`src/rtl/istream_prefetch_pkg.sv`:
```
// Shared definitions for the instruction-stream prefetcher: FSM encoding, default
// geometry and the block READ/BUSYWAIT handshake levels used by icache and imem.
package istream_prefetch_pkg;

    localparam int unsigned AddrWDefault  = 6;
    localparam int unsigned BlockWDefault = 128;

    typedef enum logic [1:0] {
        StIdle     = 2'b00,
        StDemand   = 2'b01,
        StRespond  = 2'b10,
        StPrefetch = 2'b11
    } state_e;

    localparam logic MemReadOn  = 1'b1;
    localparam logic MemReadOff = 1'b0;
    localparam logic MemBusy    = 1'b1;
    localparam logic MemReady   = 1'b0;

endpackage

```
`src/rtl/istream_prefetch_if.sv`:
```
// Block-granular READ/BUSYWAIT bus; the same shape serves icache->prefetcher and
// prefetcher->instruction memory.
interface istream_prefetch_if import istream_prefetch_pkg::*; #(
    parameter int unsigned AddrW  = AddrWDefault,
    parameter int unsigned BlockW = BlockWDefault
) ();

    logic              read;
    logic [AddrW-1:0]  address;
    logic [BlockW-1:0] readdata;
    logic              busywait;

    modport master (
        output read,
        output address,
        input  readdata,
        input  busywait
    );

    modport slave (
        input  read,
        input  address,
        output readdata,
        output busywait
    );

endinterface

```
`src/rtl/istream_prefetch_pbuf_entry.sv`:
```
// One-entry stream buffer: holds a prefetched block, reports a hit for a lookup
// address, and is invalidated when the hit is consumed.
module istream_prefetch_pbuf_entry #(
    parameter int unsigned AddrW  = 6,
    parameter int unsigned BlockW = 128
) (
    input  logic              clk_i,
    input  logic              rst_ni,
    input  logic              wr_i,
    input  logic [AddrW-1:0]  wr_addr_i,
    input  logic [BlockW-1:0] wr_data_i,
    input  logic              consume_i,
    input  logic [AddrW-1:0]  lookup_addr_i,
    output logic              hit_o,
    output logic [BlockW-1:0] data_o
);

    logic              valid_q;
    logic [AddrW-1:0]  addr_q;
    logic [BlockW-1:0] data_q;

    always_ff @(posedge clk_i) begin
        if (!rst_ni) begin
            valid_q <= 1'b0;
            addr_q  <= '0;
            data_q  <= '0;
        end else if (wr_i) begin
            valid_q <= 1'b1;
            addr_q  <= wr_addr_i;
            data_q  <= wr_data_i;
        end else if (consume_i) begin
            valid_q <= 1'b0;
        end
    end

    assign hit_o  = valid_q && (addr_q == lookup_addr_i);
    assign data_o = data_q;

endmodule

```
`src/rtl/istream_prefetch.sv`:
```
// Next-block instruction prefetcher: forwards icache misses to memory, then fetches
// the following block into a one-entry stream buffer that can answer in one cycle.
module istream_prefetch import istream_prefetch_pkg::*; #(
    parameter int unsigned ADDR_W      = AddrWDefault,
    parameter int unsigned BLOCK_W     = BlockWDefault,
    parameter bit          PREFETCH_EN = 1'b1
) (
    input logic              CLK,
    input logic              RESET,
    istream_prefetch_if.slave  c_bus,
    istream_prefetch_if.master m_bus
);

    state_e               state_q, state_d;
    logic [BLOCK_W-1:0]   out_q, out_d;
    logic [ADDR_W-1:0]    req_addr_q, req_addr_d;
    logic                 seen_busy_q, seen_busy_d;
    logic                 m_read_q, m_read_d;
    logic [ADDR_W-1:0]    m_addr_q, m_addr_d;

    logic                 pbuf_hit;
    logic                 pbuf_wr;
    logic                 pbuf_consume;
    logic [BLOCK_W-1:0]   pbuf_data;

    istream_prefetch_pbuf_entry #(
        .AddrW  (ADDR_W),
        .BlockW (BLOCK_W)
    ) u_pbuf (
        .clk_i         (CLK),
        .rst_ni        (RESET),
        .wr_i          (pbuf_wr),
        .wr_addr_i     (m_addr_q),
        .wr_data_i     (m_bus.readdata),
        .consume_i     (pbuf_consume),
        .lookup_addr_i (c_bus.address),
        .hit_o         (pbuf_hit),
        .data_o        (pbuf_data)
    );

    always_ff @(posedge CLK) begin
        if (!RESET) begin
            state_q     <= StIdle;
            out_q       <= '0;
            req_addr_q  <= '0;
            seen_busy_q <= 1'b0;
            m_read_q    <= MemReadOff;
            m_addr_q    <= '0;
        end else begin
            state_q     <= state_d;
            out_q       <= out_d;
            req_addr_q  <= req_addr_d;
            seen_busy_q <= seen_busy_d;
            m_read_q    <= m_read_d;
            m_addr_q    <= m_addr_d;
        end
    end

    always_comb begin
        state_d      = state_q;
        out_d        = out_q;
        req_addr_d   = req_addr_q;
        seen_busy_d  = seen_busy_q;
        m_read_d     = m_read_q;
        m_addr_d     = m_addr_q;
        pbuf_wr      = 1'b0;
        pbuf_consume = 1'b0;

        unique case (state_q)
            StIdle: begin
                if (c_bus.read) begin
                    if (pbuf_hit) begin
                        out_d        = pbuf_data;
                        pbuf_consume = 1'b1;
                        req_addr_d   = c_bus.address;
                        state_d      = StRespond;
                    end else if (m_bus.busywait == MemReady) begin
                        // Held off while memory may still finish a pre-reset transaction.
                        req_addr_d  = c_bus.address;
                        m_read_d    = MemReadOn;
                        m_addr_d    = c_bus.address;
                        seen_busy_d = 1'b0;
                        state_d     = StDemand;
                    end
                end
            end
            StDemand, StPrefetch: begin
                if (m_bus.busywait == MemBusy) begin
                    seen_busy_d = 1'b1;
                end else if (seen_busy_q) begin
                    m_read_d = MemReadOff;
                    if (state_q == StDemand) begin
                        out_d   = m_bus.readdata;
                        state_d = StRespond;
                    end else begin
                        pbuf_wr = 1'b1;
                        state_d = StIdle;
                    end
                end
            end
            StRespond: begin
                if (PREFETCH_EN) begin
                    m_read_d    = MemReadOn;
                    m_addr_d    = req_addr_q + 1'b1;
                    seen_busy_d = 1'b0;
                    state_d     = StPrefetch;
                end else begin
                    state_d = StIdle;
                end
            end
            default: state_d = StIdle;
        endcase
    end

    assign c_bus.readdata = out_q;
    assign c_bus.busywait = c_bus.read && (state_q != StRespond);
    assign m_bus.read     = m_read_q;
    assign m_bus.address  = m_addr_q;

endmodule

```
`src/flat_wrapper.sv`:
```
// flat-port wrapper written by rule: the top's interface ports become plain ports
module istream_prefetch_flat import istream_prefetch_pkg::*;
#(
    parameter int unsigned ADDR_W      = AddrWDefault,
    parameter int unsigned BLOCK_W     = BlockWDefault,
    parameter bit          PREFETCH_EN = 1'b1
)
  (CLK, RESET, c_bus_read, c_bus_address, c_bus_readdata, c_bus_busywait, m_bus_read, m_bus_address, m_bus_readdata, m_bus_busywait);
  istream_prefetch_if #(.AddrW((6)), .BlockW((128))) c_bus_i ();
  istream_prefetch_if #(.AddrW((6)), .BlockW((128))) m_bus_i ();
  input logic CLK;
  input logic RESET;
  input wire logic [$bits(c_bus_i.read)-1:0] c_bus_read;
  input wire logic [$bits(c_bus_i.address)-1:0] c_bus_address;
  output wire logic [$bits(c_bus_i.readdata)-1:0] c_bus_readdata;
  output wire logic [$bits(c_bus_i.busywait)-1:0] c_bus_busywait;
  output wire logic [$bits(m_bus_i.read)-1:0] m_bus_read;
  output wire logic [$bits(m_bus_i.address)-1:0] m_bus_address;
  input wire logic [$bits(m_bus_i.readdata)-1:0] m_bus_readdata;
  input wire logic [$bits(m_bus_i.busywait)-1:0] m_bus_busywait;
  assign c_bus_i.read = c_bus_read;
  assign c_bus_i.address = c_bus_address;
  assign c_bus_readdata = c_bus_i.readdata;
  assign c_bus_busywait = c_bus_i.busywait;
  assign m_bus_read = m_bus_i.read;
  assign m_bus_address = m_bus_i.address;
  assign m_bus_i.readdata = m_bus_readdata;
  assign m_bus_i.busywait = m_bus_busywait;
  istream_prefetch #(.ADDR_W(ADDR_W), .BLOCK_W(BLOCK_W), .PREFETCH_EN(PREFETCH_EN)) u_core (.CLK(CLK), .RESET(RESET), .c_bus(c_bus_i), .m_bus(m_bus_i));
endmodule
```
`config.mk`:
```
export PLATFORM = sky130hd
export DESIGN_NAME = istream_prefetch_flat
export DESIGN_NICKNAME = d
export VERILOG_FILES = /design/src/rtl/istream_prefetch_pkg.sv /design/src/rtl/istream_prefetch_if.sv /design/src/rtl/istream_prefetch_pbuf_entry.sv /design/src/rtl/istream_prefetch.sv /design/src/flat_wrapper.sv
export SDC_FILE = /design/constraint.sdc
export NUM_CORES = 1
export LEC_CHECK = 0
export BUFFER_PORTS_ARGS = -buffer_cell sky130_fd_sc_hd__buf_2
export CORE_ASPECT_RATIO = 0.7
export CORE_MARGIN = 5
export CORE_UTILIZATION = 45
export CTS_BUF_LIST = sky130_fd_sc_hd__clkbuf_8 sky130_fd_sc_hd__clkbuf_16
export DETAILED_ROUTE_END_ITERATION = 10
export GPL_ROUTABILITY_DRIVEN = 0
export PLACE_DENSITY = 0.69
export SKIP_CTS_REPAIR_TIMING = 1
export SLEW_MARGIN = 0
export SYNTH_ARGS = -nofsm -noshare
export SYNTH_HDL_FRONTEND = slang
export SYNTH_HIERARCHICAL = 1
export SYNTH_SLANG_ARGS = --single-unit
export TNS_END_PERCENT = 100
```
`constraint.sdc`:
```
create_clock -name CLK -period 5.96 [get_ports CLK]
set_input_delay 0.894 -clock CLK [delete_from_list [all_inputs] [get_ports CLK]]
set_output_delay 0.894 -clock CLK [all_outputs]
set_load 0.01 [all_outputs]
```
==> results.tsv, run 1 <==
metric	value	unit
cts-root-buf	clkbuf_16	
synth_area	11600	µm²
maxSlewHeadroom	28.8	%
r2r_end	u_core/c_bus.readdata[95]$_SDFFE_PN0P_	
clock-sinks	279	
gr-total-overflow	0	
setup_viol	0	
grt_max_degree	137	
final_nets	1511	
report.final.hold_viol_count	0	
antenna_found_initial	4	
clockBufferDepth	3	
cts_max_level	1	
cts_tree	yes	
cts_buffers	27	
syn_area_per_cell	10.1	µm²
ys_ff_latch	279	
critPathCapture	u_core/c_bus.readdata[95]$_SDFFE_PN0P_	
pin_count	274	
track_usage	18.4	%
post-route-period-util	57.6	%
r2r_slack	2530	ps
fin_tns_setup	0	ps
rr_worst_depth	6	
cp.arrival	3860	ps
worstSetupPathType	flip-flop to flip-flop	
clock_latency	520	ps
wl	28.1	mm
endpoint_kind	flip-flop	
syn_to_final_growth	20.5	%
drc	0	
grt_pass1_vias	8623	
drive_above_1_share	24.1	%
dr.pass1.iters	4	
die_x	202	µm
cp_data_required_time	6390	ps
num_rows	49	
die_h	144	µm
crit_path_max_fanout	136	
drt_iter0_markers	311	
coreArea	25500	µm²
synth-seq-area-share	48.3	%
die-area	29000	µm²
clk_pin_slew	60	ps
synth-warning-count	6	
io_buffer_count	273	
synthDistinctLibCells	39	
syn_nets	1293	
via_count	8808	
p_per_area	453	nW/µm²
maxCapViolations	0	
grt_setup_unrepaired	no	
place_hpwl	18.2	mm
syn-instance-count	1149	
hold_path.class	flip-flop to flip-flop	
cp-start-kind	flip-flop	
drt-wirelength-per-cell	16.4	µm
fin_crit	3430	ps
power	6310	µW
grt_pass1_wl	45.0	mm
ir_worst_vdd	0.314	mV
start_util	45.3	%
fin_skew	9.46	ps
crit_path_start	u_core/state_q[0]$_SDFFE_PN0P_	
regToRegStartpoint	u_core/state_q[0]$_SDFFE_PN0P_	
worstMarginPinSlew	1070	ps
hold_depth	2	
status	finished clean	
ant_nets	0	
timing.fmax	0.291	GHz
leakage	0.00516	µW
vias_per_cell	5.12	
drv_slew	0	
## flip-flops by register name, summed over array words and instances (netlist names)
signal                 count
u_core/req_addr_q          6
u_core/u_pbuf/valid_q      1
u_core/c_bus.readdata    128
u_core/seen_busy_q         1
u_core/m_bus.read          1
u_core/state_q             2
u_core/m_bus.address       6
u_core/u_pbuf/addr_q       6
u_core/u_pbuf/data_o     128
## cell usage in the layout, fill, tap and decap left out, types with 2 or more instances in the layout
cell type   netlist  routed
dfxtp_1         279     278
buf_2            17     272
mux2i_1         244     244
nor2_1          143     142
nor2b_1         136     136
a211oi_1        102     102
nand2_1          62      62
clkbuf_16         0      27
a311oi_1         27      27
inv_1             6      12
buf_4             8       9
a21oi_1           8       8
clkbuf_8          0       7
ha_1              6       6
nand2b_1          5       5
xnor2_1           5       5
xor2_1            4       4
bufinv_16         0       3
clkinv_2          0       3
and3_1            3       3
o21ai_0           3       3
a211o_1           3       3
clkinvlp_4        0       2
mux2_2            2       2
buf_12            0       2
## final cells by class
| type | count | area [µm²] |
|---|---|---|
| well taps | 331 | 414 |
| repair buffers | 283 | 1470 |
| flip-flops and latches | 279 | 5590 |
| clock inverters | 15 | 151 |
| inverters | 7 | 28.8 |
| clock buffers | 34 | 772 |
| multi-input cells | 769 | 5500 |
| diodes | 1 | 2.50 |
| fillers | 2290 | 11600 |
## critical path: stages, from the launching register on
cell,delay [ps]
dfxtp_4,580
ha_1,400
or2_1,610
a222oi_1,790
buf_12,480
nor2_1,90
a211oi_1,220
## logic make-up after synthesis
logic type               count (synthesis)  synth area share, %
buffers and inverters                  101                 4.11
multiplexers                           246                 21.3
AO/OA/AOI/OAI                          152                 10.0
AND/OR/NAND/NOR                        356                 14.9
adder cells (fa/ha/maj)                  6                0.650
flip-flops                             279                 48.3
XOR/XNOR                                 9                0.682
## per-stage QoR
step	worst slack, ps	hold WS, ps	area, µm²	std cells	utilization, %
global route	2220	499	13900	1718	54.6
finish	2530	471	13900	1719	54.6
detailed placement	2330	466	13000	1669	51.0
floorplan	3000	454	11600	1149	-
global placement	2480	457	13000	1669	51.0
CTS	2470	472	13900	1718	54.6
## synthesized netlist by cell type (all sizes together)
master   count  share of area, %
dfxtp      279                48
xnor2        5              0.38
o21ai        3              0.13
nor3b        1             0.065
a21oi        8              0.35
a21bo        1             0.087
xor2         4              0.30
a31oi        1             0.054
or2          1             0.054
a21boi       1             0.065
nand2b       5              0.27
nand4        1             0.054
nor4         1             0.054
nor2       143               4.6
mux2         2              0.19
a311oi      27               2.0
a211oi     102               6.6
nand3        1             0.043
clkbuf      58               1.9
a222oi       1             0.087
nor2b      136               7.4
inv          7              0.23
and4         1             0.076
a21o         1             0.065
o311ai       1             0.076
o2111ai      1             0.076
or3b         1             0.076
and3         3              0.16
nand2       62               2.0
buf         36               2.0
o21a         1             0.065
a22oi        1             0.065
mux2i      244                21
ha           6              0.65
a211o        3              0.23
## power by group
part	switching, µW	internal [µW]	leakage, µW	total (µW)
combinational	1240	849	0.00242	2090
sequential	249	2220	0.00227	2470
clock	711	1040	0.000474	1750
## metal layers
layer,routed length [µm],GRT usage [%]
met1,13300,25.0
met5,36,0
met3,1950,5.49
met4,530,3.92
met2,12400,29.3
## how the worst min path moves through the flow
stage	to	slack [ps]	startpoint
after global routing	u_core/c_bus.readdata[110]$_SDFFE_PN0P_	500	u_core/u_pbuf/data_o[110]$_SDFFE_PN0P_
after floorplan	u_core/c_bus.readdata[102]$_SDFFE_PN0P_	450	u_core/u_pbuf/data_o[102]$_SDFFE_PN0P_
after global placement	u_core/m_bus.address[2]$_SDFFE_PN0P_	460	u_core/m_bus.address[2]$_SDFFE_PN0P_
after CTS	u_core/c_bus.readdata[104]$_SDFFE_PN0P_	470	u_core/u_pbuf/data_o[104]$_SDFFE_PN0P_
after detailed placement	u_core/m_bus.address[3]$_SDFFE_PN0P_	470	u_core/m_bus.address[3]$_SDFFE_PN0P_
final	u_core/c_bus.readdata[104]$_SDFFE_PN0P_	470	u_core/u_pbuf/data_o[104]$_SDFFE_PN0P_
(Power assumes the default switching activity.)
==> run 2, diff against run 1 <==
PLACE_DENSITY = 0.71   (was 0.69)
clock period = 3.05 ns   (was 5.96 ns; I/O delays follow)
==> results.tsv, run 2 (same netlist as run 1, synthesis figures left out) <==
metric	value	unit
critical-path-max-stage-delay	410	ps
fin_area	14000	µm²
start_util	45.3	%
cp-start-kind	flip-flop	
place_hpwl	19.1	mm
syn_to_final_growth	20.9	%
die_h	144	µm
post-route-period-util	85.9	%
fin_tns_setup	0	ps
final_nets	1521	
postLayoutSetupSlackWorst	430	ps
cts_max_level	1	
maxSlewHeadroom	29.3	%
cts_tree	yes	
mostFrequentLayoutCells	278 x dfxtp_1, 272 x buf_2, 244 x mux2i_1	
r2r_slack	430	ps
p_per_area	875	nW/µm²
dr.pass1.iters	4	
cts_buffers	27	
endpoint_kind	flip-flop	
vias_per_cell	5.10	
report.final.hold_viol_count	0	
io_buffer_count	273	
ir_worst_vdd	0.468	mV
cp_num_buf_inv	2	
maxCapViolations	0	
coreArea	25500	µm²
pre_cts_ws	253	ps
pin_count	274	
num_rows	49	
cpMostUsedCell	buf_4	
grt_setup_unrepaired	no	
fin_skew	9.21	ps
drt_iter0_markers	416	
cp.arrival	3050	ps
setup_viol	0	
fin_crit	2620	ps
cp_data_required_time	3480	ps
worstSetupPathType	flip-flop to flip-flop	
hold_path.class	input port to flip-flop	
track_usage	18.5	%
antenna_found_initial	4	
clock_latency	520	ps
drive_above_1_share	24.2	%
clock-sinks	279	
timing.fmax	0.382	GHz
cts-root-buf	clkbuf_16	
worstMarginPinSlew	1060	ps
layout_commonest_cell	dfxtp_1	
wl	28.5	mm
via_count	8811	
gr-total-overflow	0	
worst_path_max_delay_cell	a222oi_1	
leakage	0.00520	µW
ant_nets	0	
grt_pass1_wl	45.1	mm
die_x	202	µm
die-area	29000	µm²
clockBufferDepth	3	
crit_path_max_fanout	31	
cpLargestDelayFamily	simple AND/OR/NAND/NOR gates	
status	finished clean	
drv_slew	0	
drc	0	
grt_max_degree	82	
dpl_cell_area	13100	µm²
clk_pin_slew	60	ps
cp_cell_sequence	xnor2_1 -> nand4_1 -> nor4_1 -> nand2_1 -> a222oi_1 -> buf_4 -> buf_4 -> nor2_1 -> a311oi_1	
drt-wirelength-per-cell	16.5	µm
grt_pass1_vias	8707	
## run 2: cell type report
cell class	count	area, µm²
antenna	4	10.0
clock buffer	31	731
clock inverter	14	109
fill	2278	11500
inverter	7	28.8
multi-input combinational	769	5500
sequential	279	5590
tap	331	414
timing repair buffer	293	1580
## run 2: final timing paths
kind / start / end / cells after the start
worst min-delay path: m_bus_readdata[57] / u_core/u_pbuf/data_o[57]$_SDFFE_PN0P_ / 3
worst max-delay path: u_core/u_pbuf/addr_q[1]$_SDFFE_PN0P_ / u_core/c_bus.readdata[105]$_SDFFE_PN0P_ / 9
worst max register to register: u_core/u_pbuf/addr_q[1]$_SDFFE_PN0P_ / u_core/c_bus.readdata[105]$_SDFFE_PN0P_ / 9
worst min register to register: u_core/m_bus.address[2]$_SDFFE_PN0P_ / u_core/m_bus.address[2]$_SDFFE_PN0P_ / 2
## run 2: stage by stage
step,power [µW],std cells,util [%],hold WS [ps]
finish,12200,1728,54.8,211
global route,13000,1726,54.7,196
CTS,12300,1724,54.7,178
detailed placement,9110,1679,51.4,465
global placement,9000,1679,51.4,455
floorplan,7640,1149,-,454
## run 2: report_power, final
group          switching [µW]  internal [µW]  total (µW)
sequential                376           4340        4720
combinational            2570           1730        4300
clock                    1350           1860        3200
## run 2: per-layer routing
metal  global-route usage, %  share of wire, %  up-vias
met5                       0             0.067        -
met2                    29.5                44      200
li1                        -                 -     4450
met3                    6.05               7.1       36
met1                    24.9                47     4121
met4                    3.49               1.4        4
## run 2: worst register-to-register path, cell delays in order (launching register included)
cell,delay (ps)
dfxtp_1,320
xnor2_1,180
nand4_1,120
nor4_1,400
nand2_1,100
a222oi_1,410
buf_4,300
buf_4,340
nor2_1,110
a311oi_1,250
==> run 3, diff against run 2 <==
RECOVER_POWER = 25   (was unset)
==> results.tsv, run 3 (same netlist as run 1, synthesis figures left out) <==
metric	value	unit
fin_crit	2610	ps
pre_cts_ws	253	ps
cts-root-buf	clkbuf_16	
cpLargestDelayFamily	simple AND/OR/NAND/NOR gates	
p_int	7800	µW
vias_per_cell	5.11	
coreArea	25500	µm²
drive_above_1_share	16.8	%
place_hpwl	19.1	mm
cp-start-kind	flip-flop	
cp_data_required_time	3480	ps
drv_slew	0	
comb_power_share	34.4	%
die_h	144	µm
clk_pin_slew	60	ps
syn_to_final_growth	19.7	%
switchingPower	4310	µW
fin_skew	8.30	ps
track_usage	18.5	%
die-area	29000	µm²
mostFrequentLayoutCells	278 x dfxtp_1, 244 x mux2i_1, 169 x buf_2	
drt-wirelength-per-cell	16.5	µm
cp_num_buf_inv	2	
ant_nets	0	
via_count	8823	
timing.fmax	0.384	GHz
clock-sinks	279	
gr-total-overflow	0	
dr.pass1.iters	4	
grt_max_degree	82	
antenna_found_initial	4	
grt_setup_unrepaired	no	
fin_tns_setup	0	ps
cts_buffers	27	
worstMarginPinSlew	1050	ps
report.final.hold_viol_count	0	
power	12100	µW
seqPwrFrac	39.1	%
wl	28.5	mm
leakage	0.00478	µW
crit_path_max_fanout	31	
maxSlewHeadroom	29.7	%
cpMostUsedCell	buf_4	
power.share.clock	26.5	%
critical-path-max-stage-delay	410	ps
utilization	54.3	%
grt_pass1_vias	8707	
hold_path.class	input port to flip-flop	
die_x	202	µm
grt_pass1_wl	45.1	mm
layout_commonest_cell	dfxtp_1	
worst_path_max_delay_cell	a222oi_1	
num_rows	49	
post-route-period-util	85.4	%
start_util	45.3	%
final_nets	1521	
pin_count	274	
drt_iter0_markers	431	
clock_latency	520	ps
cts_tree	yes	
endpoint_kind	flip-flop	
maxCapViolations	0	
setup_viol	0	
status	finished clean	
cp.arrival	3030	ps
p_per_area	875	nW/µm²
postLayoutSetupSlackWorst	445	ps
cp_cell_sequence	xnor2_1 -> nand4_1 -> nor4_1 -> nand2_1 -> a222oi_1 -> buf_4 -> buf_4 -> nor2_1 -> a311oi_1	
io_buffer_count	273	
clockBufferDepth	3	
ir_worst_vdd	0.469	mV
switching_share	35.6	%
drc	0	
worstSetupPathType	flip-flop to flip-flop	
cts_max_level	1	
[run 3: path summary, 6_finish.rpt]
check | start | endpoint | slack, ps | depth (start not counted)
max | u_core/u_pbuf/addr_q[1]$_SDFFE_PN0P_ | u_core/c_bus.readdata[105]$_SDFFE_PN0P_ | 440 | 9
min | m_bus_readdata[57] | u_core/u_pbuf/data_o[57]$_SDFFE_PN0P_ | 210 | 3
max reg2reg | u_core/u_pbuf/addr_q[1]$_SDFFE_PN0P_ | u_core/c_bus.readdata[105]$_SDFFE_PN0P_ | 440 | 9
min reg2reg | u_core/m_bus.address[2]$_SDFFE_PN0P_ | u_core/m_bus.address[2]$_SDFFE_PN0P_ | 470 | 2
[run 3: layer usage]
metal	wire, µm	up-vias	track usage, %
met2	12600	205	29.5
met5	19	-	0
met4	421	4	3.49
li1	-	4453	-
met1	13400	4127	24.9
met3	2040	34	6.05
[run 3: stage by stage]
step / hold slack (ps) / std cells / area (µm²)
2_1_floorplan: 454 / 1149 / 11600
3_3_place_gp: 455 / 1679 / 13100
3_5_place_dp: 465 / 1679 / 13100
4_1_cts: 178 / 1724 / 14000
5_1_grt: 196 / 1726 / 13800
6_report: 212 / 1728 / 13800
[run 3: final cells by class]
| cell class | count | area [µm²] |
|---|---|---|
| well taps | 331 | 414 |
| inverters | 7 | 28.8 |
| multi-input cells | 769 | 5500 |
| repair buffers | 293 | 1450 |
| clock inverters | 14 | 109 |
| diodes | 4 | 10.0 |
| flip-flops and latches | 279 | 5590 |
| clock buffers | 31 | 731 |
| fillers | 2328 | 11700 |
[run 3: worst register-to-register path, stage by stage, from the launching register on]
cell      delay (ps)
dfxtp_1          320
xnor2_1          180
nand4_1          120
nor4_1           400
nand2_1          110
a222oi_1         410
buf_4            300
buf_4            330
nor2_1           110
a311oi_1         240
[run 3: power groups by stage]
stage | sequential (µW) | combinational, µW | clock (µW)
5_1_grt | 4810 | 4640 | 3460
4_1_cts | 4720 | 4330 | 3300
6_report | 4730 | 4170 | 3200
3_5_place_dp | 4790 | 4320 | 0
2_1_floorplan | 5030 | 2610 | 0
3_3_place_gp | 4790 | 4220 | 0
